### config.mk
export PLATFORM = sky130hd
export DESIGN_NAME = mem_cdb_writeback_queue
export DESIGN_NICKNAME = d
export VERILOG_FILES = /design/src/rtl/cdb_pkg.sv /design/src/rtl/sync_fifo_flat.sv /design/src/rtl/mem_cdb_writeback_queue.sv
export SDC_FILE = /design/constraint.sdc
export NUM_CORES = 1
export LEC_CHECK = 0
export ABC_AREA = 0
export ABC_CLOCK_PERIOD_IN_PS = 10250
export BUFFER_PORTS_ARGS = -buffer_cell sky130_fd_sc_hd__buf_4
export CORE_MARGIN = 2
export CORE_UTILIZATION = 45
export DETAILED_ROUTE_END_ITERATION = 10
export RECOVER_POWER = 100
export SLEW_MARGIN = 0
export SYNTH_ARGS = -nofsm -noshare
export SYNTH_HDL_FRONTEND = slang
export SYNTH_SLANG_ARGS = --single-unit
export TNS_END_PERCENT = 10
### constraint.sdc
create_clock -name clk -period 10.25 [get_ports clk]
set_input_delay 0 -clock clk [delete_from_list [all_inputs] [get_ports clk]]
set_output_delay 0 -clock clk [all_outputs]
set_load 0.02 [all_outputs]
### src/rtl/cdb_pkg.sv
// Shared CDB writeback definitions: lane geometry and the packed writeback entry
// carried from the MEM unit through its CDB queue.
package cdb_pkg;

    localparam int NUM_LANES = 8;
    localparam int LANE_W    = 32;
    localparam int WARP_W    = 3;
    localparam int SCBID_W   = 2;
    localparam int DST_W     = 5;
    localparam int INSTR_W   = 32;

    typedef struct packed {
        logic [WARP_W-1:0]           warp;
        logic                        regwrite;
        logic [DST_W-1:0]            dst;
        logic [NUM_LANES*LANE_W-1:0] data;
        logic [INSTR_W-1:0]          instr;
        logic [NUM_LANES-1:0]        mask;
        logic [SCBID_W-1:0]          scbid;
    } wb_entry_t;

endpackage

### src/rtl/sync_fifo_flat.sv
// Flat synchronous FIFO with registered count and pointers; the head is read
// straight out of storage at the read pointer.
module sync_fifo_flat #(
    parameter int WIDTH = 8,
    parameter int DEPTH = 4
) (
    input  logic                    clk,
    input  logic                    rst,
    input  logic                    push,
    input  logic                    pop,
    input  logic [WIDTH-1:0]        wdata,
    output logic [WIDTH-1:0]        rdata,
    output logic [$clog2(DEPTH):0]  count,
    output logic                    full
);
    localparam int AW = $clog2(DEPTH);
    localparam int CW = AW + 1;

    logic [WIDTH-1:0] mem [DEPTH];
    logic [AW-1:0]    wptr;
    logic [AW-1:0]    rptr;
    logic             empty;
    logic             do_push;
    logic             do_pop;

    assign empty   = (count == '0);
    assign full    = (count == CW'(DEPTH));
    assign do_push = push & ~full;
    assign do_pop  = pop & ~empty;
    assign rdata   = mem[rptr];

    always_ff @(posedge clk) begin
        if (rst) begin
            wptr  <= '0;
            rptr  <= '0;
            count <= '0;
            for (int i = 0; i < DEPTH; i++) begin
                mem[i] <= '0;
            end
        end else begin
            if (do_push) begin
                mem[wptr] <= wdata;
                wptr      <= wptr + 1'b1;
            end
            if (do_pop) begin
                rptr <= rptr + 1'b1;
            end
            // Power-of-two depth lets the pointers wrap by plain overflow.
            if (do_push && !do_pop) begin
                count <= count + 1'b1;
            end else if (!do_push && do_pop) begin
                count <= count - 1'b1;
            end
        end
    end

endmodule

### src/rtl/mem_cdb_writeback_queue.sv
// MEM-to-CDB writeback queue: buffers MEM results, drains only when the ALU
// leaves the CDB free, and asks the ALU to back off when the head starves.
module mem_cdb_writeback_queue
    import cdb_pkg::*;
#(
    parameter int DEPTH        = 4,
    parameter int STARVE_LIMIT = 8
) (
    input  logic                         clk,
    input  logic                         rst,
    input  logic                         Valid_MEM_MEMQ,
    output logic                         Ready_MEMQ_MEM,
    input  logic [WARP_W-1:0]            WarpID_MEM_MEMQ,
    input  logic                         RegWrite_MEM_MEMQ,
    input  logic [DST_W-1:0]             Dst_MEM_MEMQ,
    input  logic [NUM_LANES*LANE_W-1:0]  Dst_Data_MEM_MEMQ,
    input  logic [INSTR_W-1:0]           Instr_MEM_MEMQ,
    input  logic [NUM_LANES-1:0]         ActiveMask_MEM_MEMQ,
    input  logic [SCBID_W-1:0]           ScbID_MEM_MEMQ,
    input  logic                         RegWrite_ALU_CDB,
    output logic [WARP_W-1:0]            WarpID_MEM_CDB,
    output logic                         RegWrite_MEM_CDB,
    output logic [DST_W-1:0]             Dst_MEM_CDB,
    output logic [NUM_LANES*LANE_W-1:0]  Dst_Data_MEM_CDB,
    output logic [INSTR_W-1:0]           Instr_MEM_CDB,
    output logic [NUM_LANES-1:0]         ActiveMask_MEM_CDB,
    output logic [SCBID_W-1:0]           Clear_ScbID_MEM_CDB,
    output logic                         Starve_MEMQ_ALU,
    output logic [$clog2(DEPTH):0]       Count_MEMQ
);
    localparam int CW = $clog2(DEPTH) + 1;
    localparam int WW = $clog2(STARVE_LIMIT) + 1;

    typedef enum logic {IDLE, PEND} state_t;

    state_t          state;
    state_t          state_next;
    wb_entry_t       in_entry;
    wb_entry_t       head;
    logic            full;
    logic            push;
    logic            pop;
    logic [WW-1:0]   wait_cnt;

    assign Ready_MEMQ_MEM = ~full;
    // Writebacks without a register write are accepted but never occupy a slot.
    assign push = Valid_MEM_MEMQ & ~full & RegWrite_MEM_MEMQ;

    assign in_entry = '{warp:     WarpID_MEM_MEMQ,
                        regwrite: RegWrite_MEM_MEMQ,
                        dst:      Dst_MEM_MEMQ,
                        data:     Dst_Data_MEM_MEMQ,
                        instr:    Instr_MEM_MEMQ,
                        mask:     ActiveMask_MEM_MEMQ,
                        scbid:    ScbID_MEM_MEMQ};

    sync_fifo_flat #(
        .WIDTH($bits(wb_entry_t)),
        .DEPTH(DEPTH)
    ) u_fifo (
        .clk   (clk),
        .rst   (rst),
        .push  (push),
        .pop   (pop),
        .wdata (in_entry),
        .rdata (head),
        .count (Count_MEMQ),
        .full  (full)
    );

    always_ff @(posedge clk) begin
        if (rst) begin
            state <= IDLE;
        end else begin
            state <= state_next;
        end
    end

    always_comb begin
        state_next = state;
        pop        = 1'b0;
        case (state)
            IDLE: begin
                if (push) state_next = PEND;
            end
            PEND: begin
                pop = ~RegWrite_ALU_CDB;
                if (pop && !push && Count_MEMQ == CW'(1)) state_next = IDLE;
            end
            default: state_next = IDLE;
        endcase
    end

    // Starve drops the cycle after the pop, even though wait_cnt was saturated.
    always_ff @(posedge clk) begin
        if (rst) begin
            wait_cnt        <= '0;
            Starve_MEMQ_ALU <= 1'b0;
        end else begin
            if (pop || state == IDLE) begin
                wait_cnt <= '0;
            end else if (RegWrite_ALU_CDB && wait_cnt != WW'(STARVE_LIMIT)) begin
                wait_cnt <= wait_cnt + 1'b1;
            end
            Starve_MEMQ_ALU <= (state == PEND) && !pop && (wait_cnt == WW'(STARVE_LIMIT));
        end
    end

    assign RegWrite_MEM_CDB    = (state == PEND) & head.regwrite;
    assign WarpID_MEM_CDB      = head.warp;
    assign Dst_MEM_CDB         = head.dst;
    assign Dst_Data_MEM_CDB    = head.data;
    assign Instr_MEM_CDB       = head.instr;
    assign ActiveMask_MEM_CDB  = head.mask;
    assign Clear_ScbID_MEM_CDB = head.scbid;

endmodule
Word-level counts from Yosys, hierarchy flattened
Memory sizes are Yosys's and may differ from the RTL's. A register that Yosys moved wholly into a read port is not among the register bits.
Index checks and enable logic that the tools add are counted.

storage, ports and cells
  word-level logic and storage cells = 57
  memories = 1
  register bits after elaboration = 13
  bits in writable memories = 1,228
  input bits = 311
  output and inout bits = 312

memory list
  memory      words  bits a word  rd ports  clocked after memory_dff  wr ports  line                  RTL
  u_fifo.mem  4      307          1         1                         4         sync_fifo_flat.sv:19  logic [WIDTH-1:0] mem [DEPTH];

operators by class
  bitwise logic cells = 9
  add/subtract/negate cells = 5
  eq/ne operators = 4
  mux-type cells = 16
  reduce and logical (&&, ||, !) cells = 16

operators with widths
  operator                                                             number
  307-bit two-way mux                                                  1
  307-bit OR reduction                                                 1
  1-bit two-way mux                                                    9
  1-bit logical AND                                                    7
  2-bit two-way mux                                                    3
  3-bit two-way mux                                                    2
  1-bit AND                                                            5
  2-bit by 1-bit adder with 2-bit output (second input constant)       2
  4-bit by 1-bit adder with 4-bit output (second input constant)       1
  4-bit == test (second input constant)                                1
  1-bit logical NOT                                                    4
  4-bit != test (second input constant)                                1
  1-bit inverter                                                       4
  3-bit by 1-bit adder with 3-bit output (second input constant)       1
  3-bit by 1-bit == test with 1-bit output (second input constant)     1
  3-bit == test (second input constant)                                1
  3-bit logical NOT                                                    1
  3-bit by 1-bit subtractor with 3-bit output (second input constant)  1
  1-bit one-hot mux with 2 select lines                                1
  2-bit nonzero test                                                   1
  2-bit OR reduction                                                   1
  1-bit logical OR                                                     1

Logic depth before layout (Yosys ltp)
Gate-level depths: netlist of the first run.

  depth in word-level cells = 10
  gate-level depth with buffers = 11
  gate-level depth less buffers = 10

Modules after synthesis
A second synthesis of the first run with hierarchy kept.

second synthesis, totals
  cells, all modules = 3,048
  area, all modules = 53,178.5 um^2

modules (own cells, without submodules)
  module                   cells an instance  instances  area each (um^2)  seq. area each (um^2)
  sync_fifo_flat           3,016              1          52,880.7          37,055.5
  mem_cdb_writeback_queue  32                 1          297.8             120.1

Least setup slack after synthesis of the first run
OpenSTA, ideal clock, no wires.

  path kind = reg2reg
  from = reg u_fifo.count[0]
  to = mem u_fifo.mem[3][0] (netlist name), enable pin
  period minus slack after synthesis = 8.163 ns
  arrival = 7.495 ns
  buffers on the path = 1
  setup slack = 2.087 ns
  library setup time = 0.669 ns
  stages on the path, launching flop included = 7
  path through = dfxtp_1 inv_1 ha_1 and2_1 buf_6 nor3_1 a21o_1

RTL lines
  what                      line                  RTL
  start: declaration        sync_fifo_flat.sv:13  output logic [$clog2(DEPTH):0] count,
  start signal: assignment  sync_fifo_flat.sv:50  count <= count + 1'b1;
  start signal: assignment  sync_fifo_flat.sv:52  count <= count - 1'b1;
  end: declaration          sync_fifo_flat.sv:19

==> flow_summary.json, run 1 <==
{
  "hold_viol": 0,
  "maxCapViolations": 10,
  "slowest_stage": "clkbuf_1",
  "switchingPower_mw": 2.64,
  "wl_per_cell_um": 23.3,
  "critPathMaxFanout": 86,
  "setup_violations": 0,
  "power_frac_comb_pct": 8.7,
  "grt.busiest_layer": "met2",
  "final_nets": 4267,
  "dp_slack_ns": 5.85,
  "drtPass1Iterations": 5,
  "synth_edf_count": 1228,
  "die_h_um": 349,
  "synth_adder_area_share_pct": 0.163,
  "tightestPinTransition_ns": 4.62,
  "numCtsBuffers": 137,
  "die_w_um": 349,
  "violations": "max-capacitance violations, max-slew violations",
  "final_common_cell": "edfxtp_1",
  "synth_top_family_by_area": "simple AND/OR/NAND/NOR gates",
  "ys_types": 37,
  "yosys.area_share.simple_pct": 14.8,
  "path_clk_slew_ns": 0.06,
  "endpoint_kind": "flip-flop",
  "synth-seq-area-share_pct": 69.4,
  "syn-cell-area_um2": 53600,
  "reg2reg_slack_ns": 3.52,
  "cts_root_buf": "clkbuf_16",
  "cts_resized": 0,
  "cp.arrival_ns": 7.31,
  "vias_per_cell": 5.11,
  "clock_latency_ns": 0.73,
  "syn-num-nets": 3370,
  "slew_headroom_pct": -208,
  "tns_ns": 0,
  "p_leak_nw": 23.4,
  "cp-start-kind": "flip-flop",
  "critPathMostFrequentCell": "buf_4",
  "swShare_pct": 22.6,
  "met2_usage_pct": 34.9,
  "setup.worst_path.class": "reg -> reg",
  "synth_warnings": 0,
  "rsz0062_at_grt": "false",
  "async_flop_share_pct": 0,
  "cts_sinks": 1243,
  "fin_skew_ns": 0.0274,
  "fin_cells": 5611,
  "start_util_pct": 45.4,
  "synthCells": 3052,
  "synth_compound_gate_area_share_pct": 0.142,
  "area_delta_synth_final_pct": 22.2,
  "slowest_delay_ns": 2.81,
  "drive_gt1_share_pct": 20.3,
  "clk_path_buf_depth": 3,
  "drv_slew": 634,
  "use_met1_pct": 27.5,
  "grtUsageTotal_pct": 21.4,
  "max-vdd-ir-drop_mv": 0.162,
  "ys_ff_latch": 1243,
  "num_vias": 28700,
  "synthFlopType": "edfxtp_1",
  "io_pins": 623,
  "grt_pass1_wl_um": 194000,
  "outcome": "finished, violations left",
  "min_period_over_period_pct": 65.6,
  "hp-class": "in -> reg",
  "gp_congestion": 0.743,
  "reg2regPathDepth": 8,
  "cts_htree_levels": 4,
  "core_um2": 118000,
  "antenna_left": 0,
  "timing.final.ws_setup_ns": 3.52,
  "cp.required_ns": 10.83,
  "finalPower_mw": 11.7,
  "endpoint": "u_fifo.mem[1][85]",
  "drc": 0,
  "cp_cell_sequence": "inv_1, ha_1, and2_0, nor4b_1, clkbuf_1, buf_4, buf_4, and2_1",
  "dp.final_hpwl_um": 70000,
  "drt_iter0_drc": 1755,
  "power.share.clock_pct": 40.6,
  "overflow": 0,
  "timing.rr.end": "u_fifo.mem[1][85]",
  "use_met3_pct": 5.91,
  "timing.fmax_mhz": 149,
  "avgSynthCellArea_um2": 17.6,
  "fp.dieArea_um2": 122000,
  "min_from": "Dst_Data_MEM_MEMQ[15]",
  "place_inst": 5034,
  "startpoint": "u_fifo.count[0]",
  "seqPwrFrac_pct": 50.6,
  "cell_internal_pwr_mw": 9.06,
  "drt_wl_total_um": 131000,
  "post_cts_buffers": 0,
  "rows": 126,
  "grt_max_degree": 167,
  "min_period_ns": 6.73,
  "cts_tree": "built",
  "synth_mux_area_share_pct": 13.0,
  "port_buffers": 622,
  "holdPathStages": 3,
  "synth_xor_area_share_pct": 0.0654,
  "final_cell_mix": "1228 x edfxtp_1, 839 x and2_1, 387 x and2_0",
  "antenna_found_initial": 23,
  "reg2reg_from": "u_fifo.count[0]",
  "p_per_area_nw_per_um2": 179,
  "grt_pass1_vias": 30100,
  "final_util_pct": 55.5
}
==> synth_stat cells (3+ instances only) <==
master    instances  area (um2)
and2_1         1226        7670
nand2b_1          4        25.0
inv_1             9        33.8
buf_6            56         631
o21ai_0           3        15.0
nor2_1            9        33.8
dfxtp_1          15         300
ha_1              7        87.6
or3_1             3        18.8
clkbuf_1         55         206
buf_4             4        30.0
or2_2             4        25.0
edfxtp_1       1228       36900
a21oi_1           6        30.0
buf_2            40         200
mux4_2          307        6910
clkbuf_2         38         190
buf_1            13        48.8
==> worst max-delay path: cells and delay by family (launching register included) <==
family	cells	cell delay [ns]
simple gates	3	0.95
flops	1	0.41
buf+inv	4	4.77
fa+ha+maj	1	0.20
==> power by group through the flow <==
stage	combinational (mW)	sequential, mW	clock [mW]
2_1_floorplan	0.556	6.04	0
6_report	1.02	5.92	4.75
3_3_place_gp	1.03	6.02	0
4_1_cts	1.14	5.92	4.86
3_5_place_dp	1.03	6.03	0
5_1_grt	1.10	5.95	5.05
==> flip-flops by register name, summed over array words and instances (netlist names), named ones only <==
| signal | cells |
|---|---|
| Starve_MEMQ_ALU | 1 |
| u_fifo.rptr | 2 |
| state | 1 |
| u_fifo.mem | 1228 |
| u_fifo.count | 3 |
| wait_cnt | 4 |
| u_fifo.wptr | 2 |
==> cells by family after synthesis <==
kind of cell,Yosys count
and+or+nand+nor,1260
adders and majority gates,7
DFF,1243
AOI/OAI and AO/OA,13
buffers and inverters,215
muxes,310
xor gates and xnor gates,4
==> per-layer routing <==
metal,vias up,part of all wire [%]
met5,-,0.096
met4,20,2.7
met1,14600,41
li1,13100,-
met2,755,50
met3,188,6.9
==> final cells by class <==
| type | count | area (um2) |
|---|---|---|
| flip-flops and latches | 1243 | 37200 |
| well taps | 1536 | 1920 |
| fillers | 9603 | 52600 |
| multi-input cells | 1594 | 15000 |
| diodes | 16 | 40.0 |
| inverters | 9 | 33.8 |
| clock inverters | 62 | 494 |
| repair buffers | 964 | 6990 |
| clock buffers | 187 | 3820 |
==> metrics by stage <==
stage / hold WS, ns / area, um2
after floorplan: 0.115 / 53600
after global placement: 0.284 / 59300
after detailed placement: 0.289 / 59300
after CTS: 0.0361 / 66700
after global routing: 0.0795 / 65500
final: 0.108 / 65500
==> repair_timing <==
item | CTS | global route
setup endpoints to repair | 0 | 0
hold endpoints to repair | 1239 | 0
hold buffers | 312 | 0
==> worst min path at each step <==
stage,endpoint,slack (ns)
floorplan,wait_cnt[1],0.12
global placement,wait_cnt[1],0.28
detailed placement,wait_cnt[1],0.29
CTS,u_fifo.mem[2][57],0.04
global route,u_fifo.mem[3][78],0.08
finish,u_fifo.mem[2][57],0.11
(Power assumes the default switching activity.)
==> inputs of run 2 (changes only) <==
ABC_CLOCK_PERIOD_IN_PS = 6500   (was 10250)
clock period = 6.5 ns   (was 10.25 ns; I/O delays follow)
==> run 2 against run 1 <==
Against the previous run:
- the flow still finishes with violations (max-capacitance violations, max-slew violations)
- die area unchanged
- via count is 0.16% higher
- sequential power up 58%
- count of clock-buffer cells in the layout shrank 8
- first-iteration DRC count shrank 2.5%
- critical endpoint is now u_fifo.mem[2][303]
- largest cell class unchanged
- largest power group unchanged
==> flow_summary.json, run 2 (same netlist as run 1, synthesis figures left out) <==
{
  "outcome": "finished, violations left",
  "violations": "max-capacitance violations, max-slew violations",
  "gp_congestion": 0.741,
  "setup_violations": 0,
  "drv_slew": 538,
  "fin_skew_ns": 0.0233,
  "antenna_found_initial": 23,
  "maxCapViolations": 10,
  "endpoint": "u_fifo.mem[2][303]",
  "min_period_over_period_pct": 72.1,
  "endpoint_kind": "flip-flop",
  "rsz0062_at_grt": "false",
  "path_clk_slew_ns": 0.06,
  "dp_slack_ns": 3.10,
  "p_leak_nw": 23.5,
  "drc": 0,
  "hold_viol": 0,
  "setup.worst_path.class": "reg -> reg",
  "timing.rr.end": "u_fifo.mem[2][303]",
  "tightestPinTransition_ns": 2.79,
  "startpoint": "u_fifo.count[0]",
  "seq_area_um2": 37200,
  "reg2regPathDepth": 6,
  "rows": 126,
  "drt_wl_total_um": 131000,
  "die_w_um": 349,
  "antenna_left": 0,
  "largest_register_ffs": 1228,
  "reg2reg_slack_ns": 1.81,
  "drtPass1Iterations": 5,
  "grt_pass1_vias": 30100,
  "start_util_pct": 45.4,
  "timing.final.ws_setup_ns": 1.81,
  "numCtsBuffers": 139,
  "final_common_cell": "edfxtp_1",
  "p_per_area_nw_per_um2": 282,
  "reg2reg_from": "u_fifo.count[0]",
  "drt_iter0_drc": 1712,
  "cts_htree_levels": 4,
  "fp.dieArea_um2": 122000,
  "dp.final_hpwl_um": 71800,
  "finalPower_mw": 18.5,
  "vias_per_cell": 5.12,
  "die_h_um": 349,
  "io_pins": 623,
  "top_regs": "u_fifo.mem x1228, wait_cnt x4, u_fifo.count x3",
  "critPathMaxFanout": 176,
  "timing.fmax_mhz": 213,
  "fillers": 9568,
  "clk_path_buf_depth": 3,
  "min_period_ns": 4.69,
  "cts_tree": "built",
  "cts_root_buf": "clkbuf_16",
  "area_delta_synth_final_pct": 22.5,
  "max-vdd-ir-drop_mv": 0.217,
  "regMostFlops": "u_fifo.mem",
  "grt_max_degree": 177,
  "port_buffers": 622,
  "drive_gt1_share_pct": 20.7,
  "num_vias": 28700,
  "wl_per_cell_um": 23.3,
  "slew_headroom_pct": -86.0,
  "cp.arrival_ns": 4.85,
  "clock_latency_ns": 0.72,
  "grtUsageTotal_pct": 21.3,
  "multiInputGateArea_um2": 15000,
  "final_cell_mix": "1228 x edfxtp_1, 877 x and2_1, 349 x and2_0",
  "cp.required_ns": 6.66,
  "hp-class": "in -> reg",
  "overflow": 0,
  "core_um2": 118000,
  "final_util_pct": 55.6,
  "cp-start-kind": "flip-flop",
  "tns_ns": 0,
  "cts_sinks": 1243,
  "final_nets": 4276,
  "grt_pass1_wl_um": 193000
}
## run 2: worst min-delay path by stage
| stage | startpoint | end | slack, ns | cells past startpoint |
|---|---|---|---|---|
| 6_report | Dst_Data_MEM_MEMQ[18] | u_fifo.mem[3][60] | 0.12 | 3 |
| 3_3_place_gp | RegWrite_ALU_CDB | wait_cnt[1] | 0.27 | 2 |
| 2_1_floorplan | RegWrite_ALU_CDB | wait_cnt[1] | 0.12 | 1 |
| 4_1_cts | Dst_Data_MEM_MEMQ[48] | u_fifo.mem[2][90] | 0.05 | 3 |
| 5_1_grt | Dst_Data_MEM_MEMQ[206] | u_fifo.mem[0][248] | 0.09 | 3 |
| 3_5_place_dp | RegWrite_ALU_CDB | wait_cnt[1] | 0.27 | 2 |
## run 2: what timing repair did
action / 4_1_cts / 5_1_grt
setup endpoints to repair: 0 / 0
hold buffers: 312 / 0
hold endpoints to repair: 1239 / 0
resized for setup: 0 / 0
buffers inserted: 0 / 0
## run 2: area by class of cell
type / count / area share (%)
flip-flops and latches: 1243 / 56.6
repair buffers: 971 / 10.8
inverters: 9 / 0.0515
clock inverters: 70 / 0.850
well taps: 1536 / 2.93
multi-input cells: 1594 / 22.9
diodes: 15 / 0.0572
clock buffers: 179 / 5.82
## run 2: metal layers
layer	track usage (%)	wire, um	up-vias
li1	-	-	13200
met3	6.83	9820	197
met5	0	141	-
met2	35.0	65300	731
met4	6.09	3130	22
met1	27.1	52300	14600
## run 2: where the power goes
part | switching [mW] | internal [mW]
registers | 0.101 | 9.23
logic | 0.960 | 0.658
clock network | 3.11 | 4.45
total | 4.17 | 14.3
## run 2: worst max-delay path, cell delays in order, from the launching register on
cell and delay (ns):
dfxtp_1 0.41, inv_1 0.09, ha_1 0.20, and2_0 0.27, nor4_1 0.41, buf_4 0.73, clkbuf_4 1.63
## run 2: stage by stage
stage	cells	area, um2	hold WS [ns]
2_1_floorplan	3052	53600	0.115
3_3_place_gp	5041	59400	0.274
3_5_place_dp	5041	59400	0.273
4_1_cts	5602	66900	0.0480
5_1_grt	5610	65600	0.0868
6_report	5617	65700	0.116
